### src/rtl/byte_serial_subtractor.sv
// Multi-cycle WIDTH-bit subtractor: A - B computed one SLICE-bit slice per clock, LSB slice first,
// with the borrow chained between slices. Results and flags update together on entry to DONE.
module byte_serial_subtractor #(
  parameter int unsigned WIDTH = 32,
  parameter int unsigned SLICE = 8
) (
  input  logic             clk,
  input  logic             rst,
  input  logic             start,
  input  logic [WIDTH-1:0] a,
  input  logic [WIDTH-1:0] b,
  output logic             busy,
  output logic             done,
  output logic [WIDTH-1:0] diff,
  output logic             borrow,
  output logic             overflow,
  output logic             zero
);

  localparam int unsigned NSLICE = WIDTH / SLICE;
  localparam int unsigned CntW   = (NSLICE > 1) ? $clog2(NSLICE) : 1;
  localparam logic [CntW-1:0] LastCnt = CntW'(NSLICE - 1);

  typedef enum logic [1:0] {StIdle, StRun, StDone} state_e;

  state_e           state_q, state_d;
  logic [CntW-1:0]  cnt_q, cnt_d;
  logic             bin_q, bin_d;
  logic [WIDTH-1:0] a_q, a_d;
  logic [WIDTH-1:0] b_q, b_d;
  logic [WIDTH-1:0] shadow_q, shadow_d;
  logic [WIDTH-1:0] diff_q, diff_d;
  logic             borrow_q, borrow_d;
  logic             overflow_q, overflow_d;
  logic             zero_q, zero_d;
  logic             busy_q, busy_d;
  logic             done_q, done_d;

  int unsigned      base;
  logic [SLICE-1:0] a_k, b_k;
  logic [SLICE:0]   sub;
  logic [WIDTH-1:0] shadow_upd;

  // One slice of the borrow chain; sub[SLICE] is the slice borrow-out.
  always_comb begin
    base       = SLICE * cnt_q;
    a_k        = a_q[base +: SLICE];
    b_k        = b_q[base +: SLICE];
    sub        = {1'b0, a_k} - {1'b0, b_k} - (SLICE + 1)'(bin_q);
    shadow_upd = shadow_q;
    shadow_upd[base +: SLICE] = sub[SLICE-1:0];
  end

  always_comb begin
    state_d    = state_q;
    cnt_d      = cnt_q;
    bin_d      = bin_q;
    a_d        = a_q;
    b_d        = b_q;
    shadow_d   = shadow_q;
    diff_d     = diff_q;
    borrow_d   = borrow_q;
    overflow_d = overflow_q;
    zero_d     = zero_q;
    busy_d     = busy_q;
    done_d     = 1'b0;

    unique case (state_q)
      StIdle, StDone: begin
        busy_d  = 1'b0;
        state_d = StIdle;
        if (start) begin
          a_d     = a;
          b_d     = b;
          cnt_d   = '0;
          bin_d   = 1'b0;
          busy_d  = 1'b1;
          state_d = StRun;
        end
      end
      StRun: begin
        shadow_d = shadow_upd;
        bin_d    = sub[SLICE];
        if (cnt_q == LastCnt) begin
          state_d    = StDone;
          busy_d     = 1'b0;
          done_d     = 1'b1;
          diff_d     = shadow_upd;
          borrow_d   = sub[SLICE];
          overflow_d = (a_q[WIDTH-1] != b_q[WIDTH-1]) && (shadow_upd[WIDTH-1] != a_q[WIDTH-1]);
          zero_d     = (shadow_upd == '0);
        end else begin
          cnt_d = cnt_q + 1'b1;
        end
      end
      default: begin
        state_d = StIdle;
        busy_d  = 1'b0;
      end
    endcase
  end

  always_ff @(posedge clk or posedge rst) begin
    if (rst) begin
      state_q    <= StIdle;
      cnt_q      <= '0;
      bin_q      <= 1'b0;
      a_q        <= '0;
      b_q        <= '0;
      shadow_q   <= '0;
      diff_q     <= '0;
      borrow_q   <= 1'b0;
      overflow_q <= 1'b0;
      zero_q     <= 1'b0;
      busy_q     <= 1'b0;
      done_q     <= 1'b0;
    end else begin
      state_q    <= state_d;
      cnt_q      <= cnt_d;
      bin_q      <= bin_d;
      a_q        <= a_d;
      b_q        <= b_d;
      shadow_q   <= shadow_d;
      diff_q     <= diff_d;
      borrow_q   <= borrow_d;
      overflow_q <= overflow_d;
      zero_q     <= zero_d;
      busy_q     <= busy_d;
      done_q     <= done_d;
    end
  end

  assign busy     = busy_q;
  assign done     = done_q;
  assign diff     = diff_q;
  assign borrow   = borrow_q;
  assign overflow = overflow_q;
  assign zero     = zero_q;

endmodule

### config.mk
export PLATFORM = sky130hd
export DESIGN_NAME = byte_serial_subtractor
export DESIGN_NICKNAME = d
export VERILOG_FILES = /design/src/rtl/byte_serial_subtractor.sv
export SDC_FILE = /design/constraint.sdc
export NUM_CORES = 1
export LEC_CHECK = 0
export BUFFER_PORTS_ARGS = -buffer_cell sky130_fd_sc_hd__clkbuf_2
export CORE_UTILIZATION = 55
export CTS_CLUSTER_SIZE = 8
export DETAILED_ROUTE_END_ITERATION = 7
export GPL_TIMING_DRIVEN = 0
export PLACE_DENSITY = 0.78
export SYNTH_ARGS = -nofsm -noshare
export SYNTH_HDL_FRONTEND = slang
export SYNTH_SLANG_ARGS = --single-unit
### constraint.sdc
create_clock -name clk -period 12.15 [get_ports clk]
set_clock_uncertainty 0.15 [all_clocks]
set_input_delay 2.43 -clock clk [delete_from_list [all_inputs] [get_ports clk]]
set_output_delay 2.43 -clock clk [all_outputs]
set_load 0.02 [all_outputs]
==> run summary, run 1 <==
status: finished with violations
violated checks: DRC
leading post-synthesis cells by cell area: dfrtp_1 (53%), nand2_1 (13%), mux4_2 (5.5%)
Hold Path Class: register to register
setup_tns: 0 ns
RSZ-0062 raised after global routing: no
clock slew at reported path FFs: 0.06 ns
via count: 5409
Req. time, crit path: 12.34 ns
CTS tree: yes
row cnt: 39
first-pass GRT wire length: 26.4 mm
P&R area growth vs syn: 20.1%
met3 Track Usage GR: 5.96%
Slowest-stage cell, CP: buf_1
Finish-stage setup viols: 0
post-CTS setup repair buffer count: 0
Global Route met1 Usage: 36.7%
clock sinks: 137
Worst-Skew Late Latency: 0.42 ns
maxcap violations: 0
vias in the first global route: 5368
Cell Area, Synth: 6530 um^2
CP Launch Type: register
wire per inst: 16.5 um
Worst path top cell family by delay: buffers and inverters
asr flop ratio synth: 100%
detailed placer's ending HPWL: 11.4 mm
crit path time final: 5.48 ns
FF+latch area: 3430 um^2
total grt overflow: 0
Post-synth EDFFs: 0
met2 Use GR: 46.0%
Max Fanout on Critical Path: 10
post-synth top area cell: dfrtp_1
Mapped Nets: 762
# hold bufs at CTS: 0
Ys Warns: 0
FMAX: 183 MHz
Yosys cell types: 50
Bufs on Longest Clock Path: 2
Yosys top cell area share: 52.5%
Critical Path, Cell by Cell: buf_1 > buf_1 > mux4_2 > ha_1 > inv_1 > ha_1 > clkbuf_1 > inv_1 > or3_1 > or4_1 > o311ai_4 > a22oi_2 > or3b_1 > a31oi_1
drt initial violations: 408
part of the cycle the worst path needs: 45.1%
htree depth: 4
largest net degree at the start of global routing: 71
Worst R2R Start: cnt_q[0]$_DFFE_PP0P_
Root Buffer: clkbuf_16
filler cell count: 914
multi-input logic area: 2850 um^2
Critical Path Sink Type: register
WL final: 15.8 mm
relative slew slack: 26.8%
final slew viol count: 0
min-delay src: b_q[17]$_DFFE_PP0P_
Mapped Avg Cell Area: 9.67 um^2
cts repair resizes: 0
Top Usage Layer GRT: met2
crit path from: cnt_q[0]$_DFFE_PP0P_
RePlAce Congestion: 0.887
Crit path arrival time: 5.67 ns
Top Ports: 104
die area: 12300 um^2
Post-synth top flop: dfrtp_1
core area: 11500 um^2
DR pass1 iterations: 7
Port Buffers: 103
most instantiated cells after synthesis: nand2_1 (227), dfrtp_1 (137), nor2_1 (46)
slowest stage delay, CP: 0.71 ns
CP Buf/Inv Count: 5
Yosys reg bits: 137
initial antenna violation count: 0
Mapped Cells: 675
# DRC: 10
Post-layout nets: 885
share of cells above drive strength 1: 19.6%
ant diodes: 0
Starting Density: 56.7%
Die W: 111 um
GRT Total Usage: 27.9%
post-route ant nets: 0
crit path kind: register to register
sequential fraction of the synthesis area: 52.5%
Worst-Margin Slew: 1.09 ns
cts bufs inserted: 17
Hold Vio Cnt, Final: 0
die span in y: 111 um
routed vias/inst: 5.67
most frequent cell after synthesis: nand2_1
## worst min-delay path, stage by stage (launching register included)
cell and delay (ns):
dfrtp_1 0.34, nand2_1 0.05, nand2_1 0.05
## through the flow
step           area [um^2]  setup WS [ns]  hold WS, ns  std cells  util [%]
4_1_cts               7840           6.64        0.321        954      68.1
5_1_grt               7840           6.30        0.334        954      68.1
6_report              7840           6.67        0.317        954      68.1
2_1_floorplan         6530           5.90        0.290        675         -
3_3_place_gp          7220           4.66        0.304        921      62.7
3_5_place_dp          7260           6.68        0.307        922      63.0
## path summary, 6_finish.rpt
path                            depth (start not counted)              endpoint  slack (ns)
min in group asynchronous                               2   diff[0]$_DFFE_PP0P_        1.95
worst min-delay path                                    2   b_q[17]$_DFFE_PP0P_        0.32
max in group asynchronous                               3  cnt_q[1]$_DFFE_PP0P_        9.17
worst max register to register                         14  overflow$_DFFE_PP0P_        6.67
worst max-delay path                                   14  overflow$_DFFE_PP0P_        6.67
worst min register to register                          2   b_q[17]$_DFFE_PP0P_        0.32
## routing by layer
metal / vias to the layer above / wire length (um)
li1: 2538 / -
met1: 2651 / 6810
met2: 200 / 7780
met3: 20 / 913
met4: 0 / 250
met5: - / 0
## cell families after synthesis
kind of cell    count (synthesis)  share of synthesized area, %
simple gates                  319                          20.4
flops                         137                          52.5
xor+xnor                        6                         0.805
buf+inv                        68                          3.93
compound gates                106                          12.3
mux                            19                          6.00
fa+ha+maj                      20                          4.06
## layout by cell type, fill, tap and decap left out, drive strengths merged, types with 3 or more instances in the layout
master	count
a21oi	13
a221oi	20
a22o	24
a22oi	5
and2	3
buf	12
bufinv	3
clkbuf	144
clkinv	6
clkinvlp	4
dfrtp	137
ha	18
inv	35
mux4	16
nand2	227
nand2b	5
nand3b	3
nor2	46
nor2b	8
nor3	8
nor4	4
o21ai	29
xnor2	6
## registers in the layout (all words and copies together) (netlist names)
register	cells
a_q	32
b_q	32
diff	32
shadow_q	32
cnt_q	2
state_q	2
bin_q	1
borrow	1
done	1
overflow	1
zero	1
## area by class of cell
| type | instances | area share, % |
|---|---|---|
| tap | 143 | 2.28 |
| inverter | 35 | 1.74 |
| clock buffer | 19 | 5.52 |
| clock inverter | 13 | 1.96 |
| sequential | 137 | 43.7 |
| buffer | 33 | 1.60 |
| multi-input combinational | 470 | 36.3 |
| timing repair buffer | 104 | 6.92 |
Power of run 1 is left out: the tool's default activity adds up to more than one toggle a clock period on the data nets, which glitch-free logic cannot reach.
==> run 2, diff against run 1 <==
--- a/config.mk
+++ b/config.mk
@@ -5,12 +5,13 @@
 export SDC_FILE = /design/constraint.sdc
 export NUM_CORES = 1
 export LEC_CHECK = 0
+export ABC_AREA = 1
 export BUFFER_PORTS_ARGS = -buffer_cell sky130_fd_sc_hd__clkbuf_2
-export CORE_UTILIZATION = 55
+export CORE_UTILIZATION = 52
 export CTS_CLUSTER_SIZE = 8
 export DETAILED_ROUTE_END_ITERATION = 7
 export GPL_TIMING_DRIVEN = 0
-export PLACE_DENSITY = 0.78
+export PLACE_DENSITY = 0.77
 export SYNTH_ARGS = -nofsm -noshare
 export SYNTH_HDL_FRONTEND = slang
 export SYNTH_SLANG_ARGS = --single-unit
==> constraint.sdc (replaced) <==
create_clock -name clk -period 4.7 [get_ports clk]
set_clock_uncertainty 0.15 [all_clocks]
set_input_delay 0.94 -clock clk [delete_from_list [all_inputs] [get_ports clk]]
set_output_delay 0.94 -clock clk [all_outputs]
set_load 0.02 [all_outputs]
==> run 2 against run 1 <==
  * The run now ends clean
  * Synthesized cell count grew 28%
  * Hold slack gained 0.0082 ns
  * Design area grew 4.9%
  * Non-clock buffer count grew 8
  * Critical path depth grew 8
  * Count of clock-buffer cells in the layout shrank 1
  * Critical path type unchanged
==> run summary, run 2 <==
status: finished clean
RR Endpoint: zero$_DFFE_PP0P_
Power Total: 0.00740 W
final slew viol count: 0
Crit path arrival time: 4.49 ns
min setup slack post-route: 0.385 ns
cts repair resizes: 0
htree depth: 4
sequential share of power: 26.0%
Mapped Nets: 954
Combinational Power Share: 54.2%
row cnt: 41
GRT Total Usage: 28.4%
FMAX: 232 MHz
FF+latch area: 3430 um^2
Finish-stage setup viols: 0
Worst R2R Start: cnt_q[0]$_DFFE_PP0P_
Die W: 116 um
initial antenna violation count: 0
Critical Path Sink Type: register
detailed placer's ending HPWL: 12.8 mm
Post-synth EDFFs: 0
Root Buffer: clkbuf_16
drt initial violations: 352
vias in the first global route: 5863
Post-layout nets: 1080
crit path time final: 4.32 ns
Slowest-stage cell, CP: fa_1
clock sinks: 137
sequential fraction of the synthesis area: 50.8%
first-pass GRT wire length: 28.8 mm
asr flop ratio synth: 100%
sw frac: 47.4%
Hold Vio Cnt, Final: 0
core area: 12600 um^2
cts bufs inserted: 17
Yosys top cell area share: 50.8%
share of cells above drive strength 1: 17.6%
total grt overflow: 0
crit path kind: register to register
leading post-synthesis cells by cell area: dfrtp_1 (51%), nand2_1 (20%), o21ai_0 (5.3%)
Mapped Avg Cell Area: 7.79 um^2
# DRC: 0
Worst-Skew Late Latency: 0.43 ns
most frequent cells in the layout: nand2_1 (361), dfrtp_1 (137), clkbuf_2 (103)
WL final: 17.3 mm
# hold bufs at CTS: 0
CP Buf/Inv Count: 5
post-synth top area cell: dfrtp_1
most frequent cell after synthesis: nand2_1
P&R area growth vs syn: 21.9%
P per Cell Area: 899 nW/um^2
die area: 13400 um^2
post-CTS setup repair buffer count: 0
maximum VDD drop: 0.000536 V
Post-synth top flop: dfrtp_1
Int Pwr: 0.00389 W
post-route ant nets: 0
DR pass1 iterations: 5
Ys Warns: 0
Net Switching: 0.00351 W
Max Fanout on Critical Path: 10
critical path depth: 22
CP Launch Type: register
clock share of power: 19.8%
Yosys cell types: 32
flop-to-flop setup slack: 0.38 ns
most instantiated cells after synthesis: nand2_1 (361), dfrtp_1 (137), o21ai_0 (71)
die span in y: 116 um
Leakage Power: 4.33 nW
most used cell along the critical path: nor2_1
FF-to-FF path depth: 22
commonest non-fill, non-tap cell in the layout: nand2_1
Critical Path, Cell by Cell: buf_6 > buf_6 > buf_2 > clkbuf_1 > o21ai_0 > nor2_1 > a21oi_1 > fa_1 > inv_1 > fa_1 > nor2_1 > nand2_1 > o22ai_1 > nor2_1 > nand3_1 > nor2_1 > nand2_1 > nor2_1 > nand4_1 > nor2_1 > nand3_1 > nand2_1
Cell Area, Synth: 6750 um^2
RSZ-0062 raised after global routing: no
CP Capture Point: zero$_DFFE_PP0P_
RePlAce Congestion: 0.917
largest net degree at the start of global routing: 40
setup_tns: 0 ns
slowest stage delay, CP: 0.46 ns
Port Buffers: 103
via count: 6124
Starting Density: 53.5%
Bufs on Longest Clock Path: 2
part of the cycle the worst path needs: 91.8%
multi-input logic area: 2860 um^2
worst slack at placement: 0.497 ns
min-delay src: a_q[16]$_DFFE_PP0P_
ant diodes: 0
Worst path top cell family by delay: simple AND/OR/NAND/NOR gates
Req. time, crit path: 4.87 ns
crit path from: cnt_q[0]$_DFFE_PP0P_
filler cell count: 1152
Worst-Margin Slew: 0.585 ns
Hold Path Class: register to register
relative slew slack: 61.0%
maxcap violations: 0
wire per inst: 14.7 um
Mapped Cells: 867
routed vias/inst: 5.20
CTS tree: yes
Top Ports: 104
Yosys reg bits: 137
clock slew at reported path FFs: 0.06 ns
## run 2: changes by cell type after synthesis, sizes merged, moves of 8 or more
cell    previous run  this run
a22o              24         0
nor2              46        58
nand3              2        31
mux4              16         0
nand4              0        10
o21ai             29        80
inv               35        79
o22ai              0        12
clkbuf            22        31
nand2            227       367
a221oi            20         0
nor2b              8         0
## run 2: logic make-up (layout without fill, tap and decap cells)
logic type / count (synthesis) / after routing / synth area share [%]
AOI/OAI and AO/OA: 122 / 122 / 10.2
xor gates and xnor gates: 1 / 1 / 0.130
adders and majority gates: 20 / 20 / 3.93
buffers and inverters: 118 / 257 / 6.84
DFF: 137 / 137 / 50.8
and+or+nand+nor: 469 / 469 / 28.2
## run 2: area by class of cell
| class | count | area share [%] |
|---|---|---|
| clock inverter | 14 | 2.55 |
| clock buffer | 18 | 5.34 |
| buffer | 38 | 1.96 |
| multi-input combinational | 612 | 34.8 |
| tap | 172 | 2.62 |
| inverter | 80 | 3.69 |
| sequential | 137 | 41.7 |
| timing repair buffer | 107 | 7.42 |
## run 2: power groups by stage
stage	Clock, W	Combinational [W]	Sequential (W)
after CTS	0.00147	0.00400	0.00191
final	0.00146	0.00401	0.00192
after detailed placement	0	0.00396	0.00192
after global routing	0.00153	0.00456	0.00197
after floorplan	0	0.00282	0.00198
after global placement	0	0.00388	0.00192
## run 2: worst min-delay path, stage by stage, from the launching register on
cell and delay [ns]:
dfrtp_1 0.34, nand2_1 0.05, nand2_1 0.05
## run 2: worst min path at each step
stage,end,slack (ns),cells past startpoint
global placement,b_q[11]$_DFFE_PP0P_,0.31,2
finish,a_q[16]$_DFFE_PP0P_,0.33,2
global route,b_q[12]$_DFFE_PP0P_,0.34,2
CTS,a_q[16]$_DFFE_PP0P_,0.33,2
floorplan,a_q[16]$_DFFE_PP0P_,0.29,2
detailed placement,b_q[11]$_DFFE_PP0P_,0.31,2
## run 2: per-layer routing
layer	GRT usage [%]	routed length [um]
met2	47.0	8400
met5	0	0
met3	5.91	934
met4	13.7	571
met1	35.6	7430
## run 2: stage by stage
step,utilization [%],area [um^2],instances,hold slack (ns)
CTS,65.2,8230,1178,0.329
floorplan,-,6750,867,0.294
global placement,59.3,7480,1142,0.309
detailed placement,60.1,7580,1146,0.310
finish,65.2,8230,1178,0.326
global route,65.2,8230,1178,0.343
(Power assumes the default switching activity.)
==> run 3, diff against run 2 <==
--- a/config.mk
+++ b/config.mk
@@ -7,11 +7,11 @@
 export LEC_CHECK = 0
 export ABC_AREA = 1
 export BUFFER_PORTS_ARGS = -buffer_cell sky130_fd_sc_hd__clkbuf_2
-export CORE_UTILIZATION = 52
+export CORE_UTILIZATION = 40
+export CTS_CLUSTER_DIAMETER = 120
 export CTS_CLUSTER_SIZE = 8
 export DETAILED_ROUTE_END_ITERATION = 7
 export GPL_TIMING_DRIVEN = 0
-export PLACE_DENSITY = 0.77
 export SYNTH_ARGS = -nofsm -noshare
 export SYNTH_HDL_FRONTEND = slang
 export SYNTH_SLANG_ARGS = --single-unit
==> run 3 against run 2 <==
  * Design area down 0.68%
  * Maximum frequency up 1.2%
  * First-iteration DRC count down 1.7%
  * Critical path depth unchanged
  * Combinational power about the same
  * Global-route usage down 6.2 points
  * Non-clock buffer count down 1
==> run summary, run 3 (same netlist as run 2, synthesis figures left out) <==
status: finished clean
Worst R2R Start: cnt_q[0]$_DFFE_PP0P_
Top Ports: 104
Worst path top cell family by delay: simple AND/OR/NAND/NOR gates
setup_tns: 0 ns
post-route ant nets: 0
Slowest-stage cell, CP: fa_1
min-delay src: b_q[22]$_DFFE_PP0P_
flop-to-flop setup slack: 0.44 ns
RePlAce Congestion: 0.911
Finish-stage setup viols: 0
Critical Path Sink Type: register
# hold bufs at CTS: 0
maxcap violations: 0
row cnt: 47
largest net degree at the start of global routing: 43
htree depth: 4
Worst Hold Endpoint: b_q[22]$_DFFE_PP0P_
P per Cell Area: 884 nW/um^2
Req. time, crit path: 4.87 ns
RSZ-0062 raised after global routing: no
clock sinks: 137
detailed placer's ending HPWL: 13.5 mm
sw frac: 47.9%
post-CTS setup repair buffer count: 0
most frequent cells in the layout: nand2_1 (361), dfrtp_1 (137), clkbuf_2 (103)
slowest stage delay, CP: 0.47 ns
Worst-Skew Late Latency: 0.42 ns
core area: 16500 um^2
WL final: 17.9 mm
Bufs on Longest Clock Path: 2
die span in y: 132 um
sequential share of power: 26.5%
final non-filler cell total: 1223
clock share of power: 18.0%
Worst-Margin Slew: 0.694 ns
hold depth: 2
Net Switching: 0.00346 W
vias in the first global route: 5804
ant diodes: 0
Crit path arrival time: 4.43 ns
Hold Vio Cnt, Final: 0
P&R area growth vs syn: 21.1%
CP Buf/Inv Count: 5
first-pass GRT wire length: 29.8 mm
most used cell along the critical path: nor2_1
cell area after layout: 8170 um^2
Post-layout nets: 1079
Int Pwr: 0.00376 W
Port Buffers: 103
Critical Path, Cell by Cell: buf_6 > buf_6 > buf_2 > clkbuf_1 > o21ai_0 > nor2_1 > a21oi_1 > fa_1 > inv_1 > fa_1 > nor2_1 > nand2_1 > o22ai_1 > nor2_1 > nand3_1 > nor2_1 > nand2_1 > nor2_1 > nand4_1 > nor2_1 > nand3_1 > nand2_1
crit path time final: 4.26 ns
cts repair resizes: 0
CTS tree: yes
placed instance area: 7600 um^2
share of cells above drive strength 1: 17.3%
drt initial violations: 346
Max Fanout on Critical Path: 10
RR Endpoint: zero$_DFFE_PP0P_
GRT Total Usage: 22.2%
maximum VDD drop: 0.000364 V
FMAX: 235 MHz
initial antenna violation count: 0
die area: 17400 um^2
Starting Density: 40.8%
CP Launch Type: register
part of the cycle the worst path needs: 90.7%
total grt overflow: 0
via count: 5895
Leakage Power: 4.27 nW
Die W: 132 um
FF-to-FF path depth: 22
# DRC: 0
wire per inst: 14.6 um
cts bufs inserted: 17
Hold Path Class: register to register
final slew viol count: 0
routed vias/inst: 4.82
DR pass1 iterations: 5
placed cells: 1193
Root Buffer: clkbuf_16
clock slew at reported path FFs: 0.06 ns
filler cell count: 1645
crit path kind: register to register
relative slew slack: 53.6%
Combinational Power Share: 55.4%
commonest non-fill, non-tap cell in the layout: nand2_1
[run 3: worst max path at each step]
stage	from	end	slack, ns	cells after the start
3_3_place_gp	cnt_q[0]$_DFFE_PP0P_	zero$_DFFE_PP0P_	0.42	22
5_1_grt	cnt_q[0]$_DFFE_PP0P_	zero$_DFFE_PP0P_	0.06	22
2_1_floorplan	cnt_q[0]$_DFFE_PP0P_	zero$_DFFE_PP0P_	1.29	22
6_report	cnt_q[0]$_DFFE_PP0P_	zero$_DFFE_PP0P_	0.44	22
4_1_cts	cnt_q[0]$_DFFE_PP0P_	zero$_DFFE_PP0P_	0.40	22
3_5_place_dp	cnt_q[0]$_DFFE_PP0P_	zero$_DFFE_PP0P_	0.43	22
[run 3: layout make-up]
cell class	count	area [um^2]	share of cell area, %
flip-flops and latches	137	3430	41.9
well taps	220	275	3.37
repair buffers	106	576	7.04
inverters	80	304	3.72
clock buffers	18	439	5.37
multi-input cells	612	2860	35.0
clock inverters	12	129	1.58
plain buffers	38	161	1.97
[run 3: tightest hold or removal path: stages, from the launching register on]
cell	delay [ns]
dfrtp_1	0.33
nand2_1	0.06
nand2_1	0.05
[run 3: power groups by stage]
stage / Combinational [W] / Sequential (W) / Clock (W)
floorplan: 0.00282 / 0.00198 / 0
global placement: 0.00394 / 0.00193 / 0
detailed placement: 0.00399 / 0.00193 / 0
CTS: 0.00402 / 0.00192 / 0.00133
global route: 0.00453 / 0.00197 / 0.00137
finish: 0.00400 / 0.00192 / 0.00130
[run 3: layer usage]
layer | routed length [um] | up-vias | share of wire [%] | global-route usage, %
met1 | 8220 | 2694 | 46 | 29.3
met4 | 557 | 0 | 3.1 | 11.0
met2 | 8280 | 167 | 46 | 34.7
li1 | - | 3000 | - | -
met3 | 796 | 34 | 4.5 | 4.54
met5 | 0 | - | 0 | 0
[run 3: per-stage QoR]
step | setup WS, ns | hold WS (ns) | power [W] | utilization (%)
5_1_grt | 0.0611 | 0.338 | 0.00788 | 49.5
3_3_place_gp | 0.424 | 0.309 | 0.00587 | 45.7
3_5_place_dp | 0.428 | 0.312 | 0.00592 | 46.0
6_report | 0.436 | 0.324 | 0.00722 | 49.5
2_1_floorplan | 1.29 | 0.294 | 0.00480 | -
4_1_cts | 0.402 | 0.328 | 0.00726 | 49.5
